**src/rtl/gpio_ctrl_rx.sv**
```systemverilog
// gpio_ctrl_rx: decodes host GPIO words into kernel, image-memory, start and
// result-read strobes for a convolution engine.
//
// Ports:
//   i_clock, i_reset   single rising-edge clock, synchronous active-high reset
//   i_gpio_data[31:0]  host word: [31:29] ctrl, [28] valid, [24:1] data
//   o_gpio_data[31:0]  readback: [31] done, [30] err, [NB_OUT-1:0] result
//   o_led              copy of done
//   o_kernel_*         kernel row payload / row index / write strobe
//   o_img_len          latched image length (last address of a bank)
//   o_mem_*            image word payload / address / bank / write strobe
//   o_start            one-cycle convolution start
//   i_conv_done        convolution finished (level or pulse)
//   i_rd_data          result word at the consumer read pointer
//   o_rd_en            one-cycle advance of the result read pointer
//
// Build option: define GPIO_RX_SYNC_EN to put a two-flop synchronizer in front
// of the edge detector (strobe latency grows by one cycle).
module gpio_ctrl_rx #(
  parameter int NB_DATA = 24,
  parameter int NB_ADDR = 10,
  parameter int N_BANKS = 4,
  parameter int NB_OUT  = 13,
  localparam int NB_BANK = $clog2(N_BANKS)
) (
  input  logic               i_clock,
  input  logic               i_reset,
  input  logic [31:0]        i_gpio_data,
  output logic [31:0]        o_gpio_data,
  output logic               o_led,
  output logic [NB_DATA-1:0] o_kernel_data,
  output logic [1:0]         o_kernel_row,
  output logic               o_kernel_we,
  output logic [NB_ADDR-1:0] o_img_len,
  output logic [NB_DATA-1:0] o_mem_data,
  output logic [NB_ADDR-1:0] o_mem_addr,
  output logic [NB_BANK-1:0] o_mem_bank,
  output logic               o_mem_we,
  output logic               o_start,
  input  logic               i_conv_done,
  input  logic [NB_OUT-1:0]  i_rd_data,
  output logic               o_rd_en
);

  typedef enum logic {ST_FOLLOW, ST_RUN} state_t;

  localparam logic [2:0] C_KERNEL = 3'b000;
  localparam logic [2:0] C_LEN    = 3'b001;
  localparam logic [2:0] C_LOAD   = 3'b010;
  localparam logic [2:0] C_READ   = 3'b011;
  localparam logic [2:0] C_LAST   = 3'b100;

  logic [31:0] stage_in;

`ifdef GPIO_RX_SYNC_EN
  localparam int SYNC_DEPTH = 2;
  logic [31:0] sync_reg;
  always_ff @(posedge i_clock) begin
    if (i_reset) sync_reg <= '0;
    else         sync_reg <= i_gpio_data;
  end
  assign stage_in = sync_reg;
`else
  localparam int SYNC_DEPTH = 1;
  assign stage_in = i_gpio_data;
`endif

  logic [31:0]           gpio_reg;
  logic                  valid_prev_reg;
  logic [SYNC_DEPTH-1:0] live_sr;
  logic                  arm_reg;
  logic [2:0]            ctrl_prev_reg;
  state_t                state_reg;
  logic                  last_used_reg;
  logic [1:0]            row_reg;
  logic [NB_ADDR-1:0]    addr_reg;
  logic [NB_BANK-1:0]    bank_reg;
  logic                  done_reg;
  logic                  err_reg;
  logic                  start_pend_reg;
  logic [NB_OUT-1:0]     rd_data_reg;

  logic [2:0]         ctrl;
  logic [23:0]        data;
  logic               v_event, follow_event, ctrl_changed, load_entry;
  logic [1:0]         row_eff;
  logic [NB_ADDR-1:0] addr_eff;
  logic [NB_BANK-1:0] bank_eff;
  logic               do_kernel, do_write, do_last, do_read, addr_wrap;

  // Reserved/unused host bits are sampled with the rest of the word.
  logic unused_bits;
  assign unused_bits = ^{gpio_reg[27:25], gpio_reg[0]};

  always_comb begin
    ctrl         = gpio_reg[31:29];
    data         = gpio_reg[24:1];
    // arm_reg keeps a valid that was already high across reset from
    // counting as a fresh rising edge.
    v_event      = arm_reg & gpio_reg[28] & ~valid_prev_reg;
    ctrl_changed = (ctrl != ctrl_prev_reg);
    // LAST -> LOAD keeps the address so a load sequence can be resumed.
    load_entry   = (ctrl == C_LOAD) && ctrl_changed && (ctrl_prev_reg != C_LAST);
    // Counters are cleared in the entry cycle, so an event in that same
    // cycle must already see the cleared value.
    row_eff      = ctrl_changed ? 2'd0 : row_reg;
    addr_eff     = load_entry ? '0 : addr_reg;
    bank_eff     = load_entry ? '0 : bank_reg;
    follow_event = v_event && (state_reg == ST_FOLLOW);
    do_kernel    = follow_event && (ctrl == C_KERNEL);
    do_last      = follow_event && (ctrl == C_LAST) && !(last_used_reg && !ctrl_changed);
    do_write     = (follow_event && (ctrl == C_LOAD)) || do_last;
    do_read      = follow_event && (ctrl == C_READ) && done_reg;
    addr_wrap    = (addr_eff == o_img_len);
  end

  always_ff @(posedge i_clock) begin
    if (i_reset) begin
      gpio_reg       <= '0;
      valid_prev_reg <= 1'b0;
      live_sr        <= '0;
      arm_reg        <= 1'b0;
      ctrl_prev_reg  <= C_KERNEL;
      state_reg      <= ST_FOLLOW;
      last_used_reg  <= 1'b0;
      row_reg        <= '0;
      addr_reg       <= '0;
      bank_reg       <= '0;
      done_reg       <= 1'b0;
      err_reg        <= 1'b0;
      start_pend_reg <= 1'b0;
      rd_data_reg    <= '0;
      o_kernel_data  <= '0;
      o_kernel_row   <= '0;
      o_kernel_we    <= 1'b0;
      o_img_len      <= '0;
      o_mem_data     <= '0;
      o_mem_addr     <= '0;
      o_mem_bank     <= '0;
      o_mem_we       <= 1'b0;
      o_start        <= 1'b0;
      o_rd_en        <= 1'b0;
    end else begin
      gpio_reg       <= stage_in;
      valid_prev_reg <= gpio_reg[28];
      // live_sr marks when gpio_reg holds real post-reset samples.
      live_sr        <= (live_sr << 1) | SYNC_DEPTH'(1);
      arm_reg        <= arm_reg | (live_sr[SYNC_DEPTH-1] & ~gpio_reg[28]);
      ctrl_prev_reg  <= ctrl;
      rd_data_reg    <= i_rd_data;

      o_kernel_we    <= 1'b0;
      o_mem_we       <= 1'b0;
      o_rd_en        <= 1'b0;
      o_start        <= start_pend_reg;
      start_pend_reg <= 1'b0;

      if (ctrl inside {3'b101, 3'b110, 3'b111}) err_reg <= 1'b1;
      if (ctrl == C_LEN) o_img_len <= data[NB_ADDR-1:0];

      if (ctrl_changed) begin
        last_used_reg <= 1'b0;
        if (ctrl == C_KERNEL || ctrl == C_LOAD) done_reg <= 1'b0;
        if (ctrl == C_KERNEL) row_reg <= '0;
      end
      if (load_entry) begin
        addr_reg <= '0;
        bank_reg <= '0;
      end

      if (do_kernel) begin
        o_kernel_data <= data[NB_DATA-1:0];
        o_kernel_row  <= row_eff;
        o_kernel_we   <= 1'b1;
        row_reg       <= (row_eff == 2'd2) ? 2'd0 : row_eff + 2'd1;
      end

      if (do_write) begin
        o_mem_data <= data[NB_DATA-1:0];
        o_mem_addr <= addr_eff;
        o_mem_bank <= bank_eff;
        o_mem_we   <= 1'b1;
        if (addr_wrap) begin
          addr_reg <= '0;
          bank_reg <= (bank_eff == NB_BANK'(N_BANKS - 1)) ? '0 : bank_eff + NB_BANK'(1);
        end else begin
          addr_reg <= addr_eff + NB_ADDR'(1);
        end
      end

      // Start follows the final write by one cycle.
      if (do_last) begin
        start_pend_reg <= 1'b1;
        last_used_reg  <= 1'b1;
        state_reg      <= ST_RUN;
      end

      if (do_read) o_rd_en <= 1'b1;

      if (state_reg == ST_RUN && i_conv_done) begin
        done_reg  <= 1'b1;
        state_reg <= ST_FOLLOW;
      end
    end
  end

  assign o_gpio_data = {done_reg, err_reg, {(30 - NB_OUT){1'b0}}, rd_data_reg};
  assign o_led       = done_reg;

endmodule

```
**config.mk**
```make
export PLATFORM = sky130hd
export DESIGN_NAME = gpio_ctrl_rx
export DESIGN_NICKNAME = d
export VERILOG_FILES = /design/src/rtl/gpio_ctrl_rx.sv
export SDC_FILE = /design/constraint.sdc
export NUM_CORES = 1
export LEC_CHECK = 0
export ABC_CLOCK_PERIOD_IN_PS = 3670
export BUFFER_PORTS_ARGS = -buffer_cell sky130_fd_sc_hd__buf_2
export CAP_MARGIN = 10
export CORE_MARGIN = 2
export CORE_UTILIZATION = 35
export CTS_CLUSTER_SIZE = 40
export DETAILED_ROUTE_END_ITERATION = 6
export SLEW_MARGIN = 20
export SYNTH_ARGS = -nofsm -noshare
export SYNTH_HDL_FRONTEND = slang
export SYNTH_SLANG_ARGS = --single-unit
```
**constraint.sdc**
```tcl
create_clock -name i_clock -period 3.67 [get_ports i_clock]
set_input_delay 0.734 -clock i_clock [delete_from_list [all_inputs] [get_ports i_clock]]
set_output_delay 0.734 -clock i_clock [all_outputs]
set_load 0.02 [all_outputs]
```
==> results of run 1 <==
-- placed cells by master, fill, tap and decap left out, types with 5 or more instances in the layout --
master and count:
nor2b_1 52, xor2_1 7, dfxtp_1 142, a22oi_1 5, o22ai_1 5, buf_2 134
nand2_1 116, mux2i_1 8, clkbuf_16 17, nor3_1 12, nand3_1 10, nor2_1 32
and3_1 6, a21oi_1 72, buf_4 5, inv_1 14, xnor2_1 8, conb_1 17
-- cell families after synthesis --
kind of cell,share of synthesized area [%]
AND/OR/NAND/NOR,24.2
flip-flops,54.0
AO/OA/AOI/OAI,10.8
buffers and inverters,6.41
XOR/XNOR,2.80
multiplexers,1.52
adder cells (fa/ha/maj),0.237
other,0.0712
-- cell type report --
cell class | count | area [um2]
fill | 1445 | 8000
inverter | 14 | 52.6
clock inverter | 10 | 163
tap | 184 | 230
sequential | 142 | 2840
clock buffer | 21 | 460
multi-input combinational | 399 | 2170
timing repair buffer | 140 | 728
-- metal layers --
metal	part of all wire, %	routed length [um]	track usage (%)
met5	0	0	0
met4	1.3	170	6.08
met3	6.8	909	5.19
met2	47	6330	27.8
met1	45	5980	21.5
-- worst max-delay path by stage --
stage | start | end | slack [ns] | cells past startpoint
2_1_floorplan | gpio_reg[31]$_SDFF_PP0_ | bank_reg[0]$_SDFF_PP0_ | 1.67 | 7
3_3_place_gp | gpio_reg[30]$_SDFF_PP0_ | addr_reg[8]$_SDFF_PP0_ | 1.16 | 9
3_5_place_dp | gpio_reg[30]$_SDFF_PP0_ | addr_reg[8]$_SDFF_PP0_ | 1.16 | 9
4_1_cts | gpio_reg[30]$_SDFF_PP0_ | addr_reg[8]$_SDFF_PP0_ | 1.13 | 9
5_1_grt | gpio_reg[30]$_SDFF_PP0_ | addr_reg[8]$_SDFF_PP0_ | 0.91 | 9
6_report | gpio_reg[30]$_SDFF_PP0_ | addr_reg[8]$_SDFF_PP0_ | 1.11 | 9
-- worst reg2reg max path: cells and delay by family, from the launching register on --
family / cells / cell delay [ns]
and+or+nand+nor: 5 / 1.06
AOI/OAI and AO/OA: 1 / 0.38
DFF: 1 / 0.58
adders and majority gates: 1 / 0.22
xor gates and xnor gates: 1 / 0.12
buffers and inverters: 1 / 0.11
-- power groups by stage --
stage / clock network, W / logic (W) / registers [W]
CTS: 0.00183 / 0.000176 / 0.00161
floorplan: 0 / 0.000119 / 0.00164
global route: 0.00190 / 0.000193 / 0.00161
finish: 0.00180 / 0.000175 / 0.00161
global placement: 0 / 0.000171 / 0.00164
detailed placement: 0 / 0.000176 / 0.00164
-- per-stage QoR --
stage / area, um2 / instances / power (W) / hold slack [ns]
global route: 6650 / 910 / 0.00371 / 0.462
detailed placement: 6020 / 879 / 0.00182 / 0.437
CTS: 6650 / 910 / 0.00362 / 0.449
floorplan: 5330 / 610 / 0.00176 / 0.414
finish: 6650 / 910 / 0.00358 / 0.442
global placement: 6020 / 879 / 0.00181 / 0.428
==> summary.txt, run 1 <==
Synth
  • Post-synth ARST share: 0%
  • Cell taking the most area after synthesis: dfxtp_1
  • Sequential element share of the synthesized area: ~54%
  • Avg Inst Size Synth: ~9 um2
  • Count leader, synth: dfxtp_1
  • Mapped cell area: about 5300 um2
  • Yosys cell types: 52
  • Post-synth top cells: dfxtp_1 (142), nand2_1 (117), a21oi_1 (72), nor2b_1 (52), nor2_1 (33)
  • Synth Warn #: 0
  • Post-synth EDFFs: 0
  • Synth top area cells: dfxtp_1 (54%), nand2_1 (8.3%), a21oi_1 (6.8%), nor2b_1 (6.2%), buf_4 (2.7%)
  • Post-synthesis register bit count: about 140
  • Top FF cell, synth: dfxtp_1
  • Yosys top cell area share: 54.0%
  • Synth Instances: between 500 and 600

Die
  • Die ar.: between 15000 and 20000 um2
  • Die Y: between 100 and 150 um
  • Row count: between 40 and 50
  • Core area: ~15000 um2
  • # IOs: around 160
  • Initial Util: between 30% and 40%
  • Chip Width: 127 um

Timing
  • Clk_skew: 0.00699 ns
  • Worst Max-Slew Pin Slew: 1.08 ns
  • Worst setup margin: 1.11 ns
  • Slew Viols, Final: 0
  • Final Hold Violating Endpoints: 0
  • Final setup TNS: 0 ns
  • Slew margin rel.: 27.7%
  • Fmax: 0.391 GHz
  • RSZ-0062 raised after global routing: no
  • Post-route minimum period: approximately 2.6 ns
  • Final worst-path cycle share: a little over two thirds
  • Final setup vio count: 0

Finish
  • Max reg flops: 28
  • Final core area utilization: between 40% and 50%
  • Final net count: roughly 760
  • P&R area growth vs syn: 26.2%
  • # diodes: 0
  • Share of layout cells above drive strength 1: between 20% and 30%

Setup path
  • CP Cell Sequence: or3b_1 -> a22oi_1 -> inv_1 -> ha_1 -> nand3_1 -> nor2_1 -> and3_1 -> xnor2_1 -> nor3_1
  • Startpoint Class: flop
  • Top delay family on crit path: simple AND/OR/NAND/NOR gates
  • Crit-path max cell delay: just under 0.6 ns
  • Worst EP arrival: just under 3 ns
  • Setup CP Type: flop to flop
  • Crit Reg-Reg Endpoint: addr_reg[8]$_SDFF_PP0_
  • Worst path bufs/invs: 1
  • CP max FO: 11
  • Worst reg-to-reg path cell count: 9
  • Worst r2r src: gpio_reg[30]$_SDFF_PP0_
  • Slowest cell on the critical path: dfxtp_1
  • Worst path required time: 4.00 ns
  • Crit path capture type: flop
  • R2R Setup Slk: about 1.1 ns

Placement
  • Port Buffer Count: about 140
  • Post-DP HPWL: approximately 9200 um
  • Place WS: roughly 1.2 ns
  • Placer Congestion: between 0.9 and 1

Power and ir drop
  • Int Pwr: roughly 0.0028 W
  • Leakage power: ~2.8 nW
  • Sequential power share: between 40 and 50%
  • Pwr Density: 538 nW/um2
  • Comb pwr share: 4.9%
  • Switching Share: 21.5%
  • Clock network power share: between 50% and 60%
  • P_sw: roughly 0.00077 W
  • Max VDD drop: roughly 0.00028 V

Worst hold path
  • Min-Delay Endpoint: err_reg$_SDFFE_PP0P_
  • Hold path startpoint: err_reg$_SDFFE_PP0P_
  • Worst hold stages: 2
  • Worst Hold Class: flop to flop

Clocking
  • H-tree depth: 4
  • Clock Sinks: 142
  • CTS Buf Count: 17
  • CTS tree: yes
  • CTS root buf: clkbuf_16
  • Setup bufs post-CTS: 0
  • Clk buf depth: 2
  • CTS Hold Buffers Added: 0
  • CTS clk-pin slew, worst paths: 0.06 ns
  • Clock Latency Late Sink: just over 0.4 ns
  • Resized Gates After CTS: 0

Global route
  • Total grt overflow: 0
  • Pin count of the biggest net entering global routing: just under 70
  • Total GRT Usage: between 15 and 20%
  • Global-route wire length before repair: 21800 um
  • Vias in the first global route: 4314
  • Initial antenna violation count: 0

Routing
  • First drt pass iteration count: 4
  • Initial drt markers: 229
  • Routed WL: about 13000 um
  • Post-route ant nets: 0
  • Via density per instance: about 4.8
  • DR WL/cell: between 10 and 15 um
  • Vias post-DR: between 4000 and 5000
  • DRC: 0

Flow run
  • Max_cap viols: 0

Status
  • Status: finished, final reports clean
Power figures use the tool's default switching activity.
==> inputs of run 2 (changes only) <==
--- a/config.mk
+++ b/config.mk
@@ -5,7 +5,7 @@
 export SDC_FILE = /design/constraint.sdc
 export NUM_CORES = 1
 export LEC_CHECK = 0
-export ABC_CLOCK_PERIOD_IN_PS = 3670
+export ABC_CLOCK_PERIOD_IN_PS = 2550
 export BUFFER_PORTS_ARGS = -buffer_cell sky130_fd_sc_hd__buf_2
 export CAP_MARGIN = 10
 export CORE_MARGIN = 2
==> constraint.sdc (replaced) <==
create_clock -name i_clock -period 2.55 [get_ports i_clock]
set_input_delay 0.51 -clock i_clock [delete_from_list [all_inputs] [get_ports i_clock]]
set_output_delay 0.51 -clock i_clock [all_outputs]
set_load 0.02 [all_outputs]
==> summary.txt, run 2 (synthesis results as in run 1) <==
Setup path
  • Setup CP Type: flop to flop
  • Slowest cell on the critical path: or3b_1
  • CP max FO: 10
  • CP Cell Sequence: or3b_1 -> a2111oi_1 -> a211o_1 -> nand3_4 -> nor2_2 -> nor3_1
  • R2R Setup Slk: 0.22 ns
  • Crit path capture type: flop
  • Worst r2r src: gpio_reg[31]$_SDFF_PP0_
  • Worst EP arrival: around 2.6 ns
  • Worst path bufs/invs: 0
  • Worst path required time: between 2 and 3 ns
  • Startpoint Class: flop
  • Worst reg-to-reg path cell count: 6
  • Crit Reg-Reg Endpoint: addr_reg[0]$_SDFF_PP0_
  • Top delay family on crit path: simple AND/OR/NAND/NOR gates
  • Crit-path max cell delay: approximately 0.56 ns

Timing
  • Final setup vio count: 0
  • RSZ-0062 raised after global routing: no
  • Final setup TNS: 0 ns
  • Worst Max-Slew Pin Slew: between 0.5 and 0.6 ns
  • Post-route minimum period: around 2.3 ns
  • Clk_skew: 0.00642 ns
  • Final worst-path cycle share: between 90% and 100%
  • Slew margin rel.: between 60% and 70%
  • Slew Viols, Final: 0
  • Final Hold Violating Endpoints: 0
  • Hold Slack: roughly 0.30 ns
  • Fmax: approximately 0.43 GHz

Global route
  • Total grt overflow: 0
  • Vias in the first global route: ~4200
  • Initial antenna violation count: 0
  • Pin count of the biggest net entering global routing: slightly above 80
  • Total GRT Usage: between 10% and 20%
  • Global-route wire length before repair: between 20000 and 25000 um

Routing
  • DR WL/cell: ~14 um
  • Initial drt markers: 223
  • DRC: 0
  • Routed WL: around 13000 um
  • Vias post-DR: ~4400
  • First drt pass iteration count: 4
  • Via density per instance: approximately 4.7
  • Post-route ant nets: 0

Finish
  • Most frequent cells in the layout: dfxtp_1 (142), buf_2 (134), nand2_1 (117), a21oi_1 (72), nor2b_1 (52)
  • Max reg flops: 28
  • # diodes: 0
  • Final net count: approximately 770
  • Non-Filler Instances: 918
  • Commonest non-fill, non-tap cell in the layout: dfxtp_1
  • Share of layout cells above drive strength 1: 26.0%
  • P&R area growth vs syn: 27.4%

Die
  • # IOs: roughly 160
  • Row count: 44
  • Initial Util: around 36%
  • Die ar.: approximately 16000 um2
  • Die Y: between 100 and 150 um
  • Chip Width: 127 um
  • Core area: 14600 um2

Flow run
  • Max_cap viols: 0

Clocking
  • Resized Gates After CTS: 0
  • Clock Latency Late Sink: ~0.42 ns
  • CTS tree: yes
  • H-tree depth: 4
  • Setup bufs post-CTS: 0
  • Clock Sinks: about 140
  • CTS root buf: clkbuf_16
  • Clk buf depth: 2
  • CTS Hold Buffers Added: 0
  • CTS Buf Count: 17
  • CTS clk-pin slew, worst paths: around 0.060 ns

Worst hold path
  • Min-Delay Endpoint: rd_data_reg[9]$_SDFF_PP0_
  • Worst hold stages: 2
  • Hold path startpoint: i_rd_data[9]
  • Worst Hold Class: input port to flop

Power and ir drop
  • Leakage power: about 2.9 nW
  • Max VDD drop: between 0.0004 and 0.0005 V
  • Total power: 0.00516 W
  • Pwr Density: just under 800 nW/um2

Status
  • Status: finished, final reports clean

Placement
  • Placer Congestion: roughly 0.91
  • Post-DP HPWL: a little over 9000 um
  • Port Buffer Count: between 100 and 150
  • Placed cell count: between 800 and 900
[run 2: cell type report]
class | count | area, um2
fill | 1433 | 7930
sequential | 142 | 2840
multi-input combinational | 399 | 2170
timing repair buffer | 149 | 796
clock buffer | 20 | 457
tap | 184 | 230
clock inverter | 10 | 164
inverter | 14 | 52.6
[run 2: worst max path at each step]
stage	startpoint	end	slack (ns)	cells after the start
floorplan	gpio_reg[31]$_SDFF_PP0_	bank_reg[0]$_SDFF_PP0_	0.55	7
global placement	gpio_reg[31]$_SDFF_PP0_	addr_reg[8]$_SDFF_PP0_	0.27	9
detailed placement	gpio_reg[31]$_SDFF_PP0_	addr_reg[9]$_SDFF_PP0_	0.26	6
CTS	state_reg$_SDFFE_PP0P_	addr_reg[0]$_SDFF_PP0_	0.25	6
global route	state_reg$_SDFFE_PP0P_	addr_reg[6]$_SDFF_PP0_	0.05	6
finish	gpio_reg[31]$_SDFF_PP0_	addr_reg[0]$_SDFF_PP0_	0.22	6
[run 2: worst register-to-register path: stages, from the launching register on]
cell	delay, ns
dfxtp_1	0.37
or3b_1	0.56
a2111oi_1	0.46
a211o_1	0.22
nand3_4	0.08
nor2_2	0.40
nor3_1	0.11
[run 2: power by group]
group          switching, W  internal (W)  total (W)
sequential        0.0000335       0.00227    0.00230
combinational      0.000168     0.0000971   0.000265
clock              0.000916       0.00168    0.00259
[run 2: per-stage QoR]
step	area [um2]	utilization (%)	worst slack, ns
2_1_floorplan	5330	-	0.555
3_3_place_gp	6090	41.6	0.274
3_5_place_dp	6090	41.6	0.258
4_1_cts	6710	45.8	0.247
5_1_grt	6710	45.8	0.0519
6_report	6710	45.8	0.222
[run 2: per-layer routing]
layer | GRT usage, % | part of all wire, % | vias to the layer above
li1 | - | - | 2180
met1 | 21.4 | 46 | 2047
met2 | 26.7 | 47 | 114
met3 | 4.64 | 5.6 | 13
met4 | 7.11 | 1.5 | 0
met5 | 0 | 0 | -
==> inputs of run 3 (changes only) <==
--- a/config.mk
+++ b/config.mk
@@ -6,12 +6,13 @@
 export NUM_CORES = 1
 export LEC_CHECK = 0
 export ABC_CLOCK_PERIOD_IN_PS = 2550
-export BUFFER_PORTS_ARGS = -buffer_cell sky130_fd_sc_hd__buf_2
 export CAP_MARGIN = 10
 export CORE_MARGIN = 2
 export CORE_UTILIZATION = 35
 export CTS_CLUSTER_SIZE = 40
 export DETAILED_ROUTE_END_ITERATION = 6
+export DONT_BUFFER_PORTS = 1
+export HOLD_SLACK_MARGIN = 0.06
 export SLEW_MARGIN = 20
 export SYNTH_ARGS = -nofsm -noshare
 export SYNTH_HDL_FRONTEND = slang
==> summary.txt, run 3 (synthesis results as in run 1) <==
Power and ir drop
  • Pwr Density: between 800 and 900 nW/um2
  • Comb pwr share: roughly 2.9%
  • Switching Share: between 20% and 30%
  • Clock network power share: 52.9%
  • Max VDD drop: between 0.0004 and 0.0005 V
  • P_sw: about 0.0011 W
  • Int Pwr: 0.00417 W
  • Sequential power share: 44.2%
  • Leakage power: 2.18 nW

Clocking
  • CTS root buf: clkbuf_16
  • CTS Buf Count: 17
  • Resized Gates After CTS: 0
  • Setup bufs post-CTS: 0
  • Clk buf depth: 2
  • Clock Sinks: roughly 140
  • Clock Latency Late Sink: between 0.4 and 0.5 ns
  • H-tree depth: 4
  • CTS tree: yes
  • CTS Hold Buffers Added: 0
  • CTS clk-pin slew, worst paths: about 0.06 ns

Timing
  • Fmax: 0.432 GHz
  • Post-route minimum period: roughly 2.3 ns
  • Slew margin rel.: between 60% and 70%
  • Slew Viols, Final: 0
  • Final setup TNS: 0 ns
  • Final Hold Violating Endpoints: 0
  • Hold Slack: 0.168 ns
  • Worst Max-Slew Pin Slew: ~0.58 ns
  • Final worst-path cycle share: between 90% and 100%
  • RSZ-0062 raised after global routing: no
  • Clk_skew: between 0.009 and 0.01 ns
  • Final setup vio count: 0

Global route
  • Initial antenna violation count: 0
  • Vias in the first global route: just under 4000
  • Pin count of the biggest net entering global routing: 134
  • Total grt overflow: 0
  • Total GRT Usage: approximately 16%
  • Global-route wire length before repair: roughly 20000 um

Finish
  • Commonest non-fill, non-tap cell in the layout: dfxtp_1
  • Most frequent cells in the layout: dfxtp_1 (142), nand2_1 (117), a21oi_1 (72), nor2b_1 (52), nor2_1 (32)
  • Non-Filler Instances: between 700 and 800
  • Max reg flops: 28
  • Final net count: ~640
  • Cell area after layout: approximately 6100 um2
  • Share of layout cells above drive strength 1: a little under a tenth
  • P&R area growth vs syn: 15.0%
  • # diodes: 0

Die
  • Chip Width: between 100 and 150 um
  • Initial Util: a little over a third
  • # IOs: around 160
  • Die Y: ~130 um
  • Row count: 44
  • Die ar.: ~16000 um2
  • Core area: between 10000 and 15000 um2

Routing
  • DR WL/cell: ~16 um
  • First drt pass iteration count: 5
  • Via density per instance: ~5
  • Initial drt markers: about 190
  • Routed WL: 12800 um
  • DRC: 0
  • Vias post-DR: between 3000 and 4000
  • Post-route ant nets: 0

Setup path
  • CP max FO: 23
  • Crit path capture type: flop
  • Setup CP Type: flop to flop
  • Startpoint Class: flop
  • Worst path required time: 2.89 ns
  • Worst EP arrival: between 2 and 3 ns
  • R2R Setup Slk: approximately 0.23 ns

Status
  • Status: finished, final reports clean

Placement
  • Port Buffer Count: 0
  • Post-DP HPWL: around 8800 um
  • Placer Congestion: between 0.9 and 1
  • Placed cell count: 751
  • Placed instance area: around 5400 um2

Flow run
  • Max_cap viols: 0

Worst hold path
  • Worst Hold Class: input port to flop
## run 3: cell types whose count changed in the layout (fill, tap and decap cells not counted), sizes merged
| cell | change |
|---|---|
| buf | -137 |
| bufinv | +2 |
| clkbuf | -1 |
| clkinvlp | +1 |
## run 3: power by group through the flow
stage	clock network [W]	registers, W	logic, W
3_5_place_dp	0	0.00238	0.000155
2_1_floorplan	0	0.00237	0.000171
3_3_place_gp	0	0.00238	0.000150
6_report	0.00280	0.00233	0.000154
5_1_grt	0.00295	0.00234	0.000171
4_1_cts	0.00286	0.00233	0.000155
## run 3: stage by stage
step / setup slack, ns / util, % / total power [W]
after floorplan: 0.555 / - / 0.00254
after global placement: 0.285 / 36.8 / 0.00253
after detailed placement: 0.219 / 36.8 / 0.00254
after CTS: 0.201 / 41.4 / 0.00535
after global routing: 0.00738 / 41.4 / 0.00546
final: 0.235 / 41.4 / 0.00528
## run 3: final timing paths
| check | from | end | cells after the start |
|---|---|---|---|
| max | gpio_reg[31]$_SDFF_PP0_ | o_mem_data[3]$_SDFFE_PP0N_ | 7 |
| min | i_reset | rd_data_reg[2]$_SDFF_PP0_ | 1 |
| max reg2reg | gpio_reg[31]$_SDFF_PP0_ | o_mem_data[3]$_SDFFE_PP0N_ | 7 |
| min reg2reg | gpio_reg[24]$_SDFF_PP0_ | o_kernel_data[23]$_SDFFE_PP0P_ | 2 |
## run 3: critical path: stages (launching register included)
cell and delay, ns:
dfxtp_1 0.37, buf_4 0.17, nor2b_1 0.12, a21oi_1 0.40
or2_2 0.52, buf_4 0.37, nand2_1 0.11, a21oi_1 0.17
## run 3: area by class of cell
cell class,instances,area [um2]
Inverter,14,52.6
Fill cell,1445,8590
Clock buffer,19,433
Clock inverter,13,239
Multi-Input combinational cell,399,2170
Sequential cell,142,2840
Timing Repair Buffer,12,90.1
Tap cell,184,230
## run 3: routing by layer
layer | up-vias | global-route usage (%) | wire (um)
li1 | 1909 | - | -
met1 | 1842 | 18.9 | 5460
met2 | 142 | 25.6 | 5900
met3 | 21 | 7.80 | 1130
met4 | 0 | 5.88 | 275
met5 | - | 0 | 0
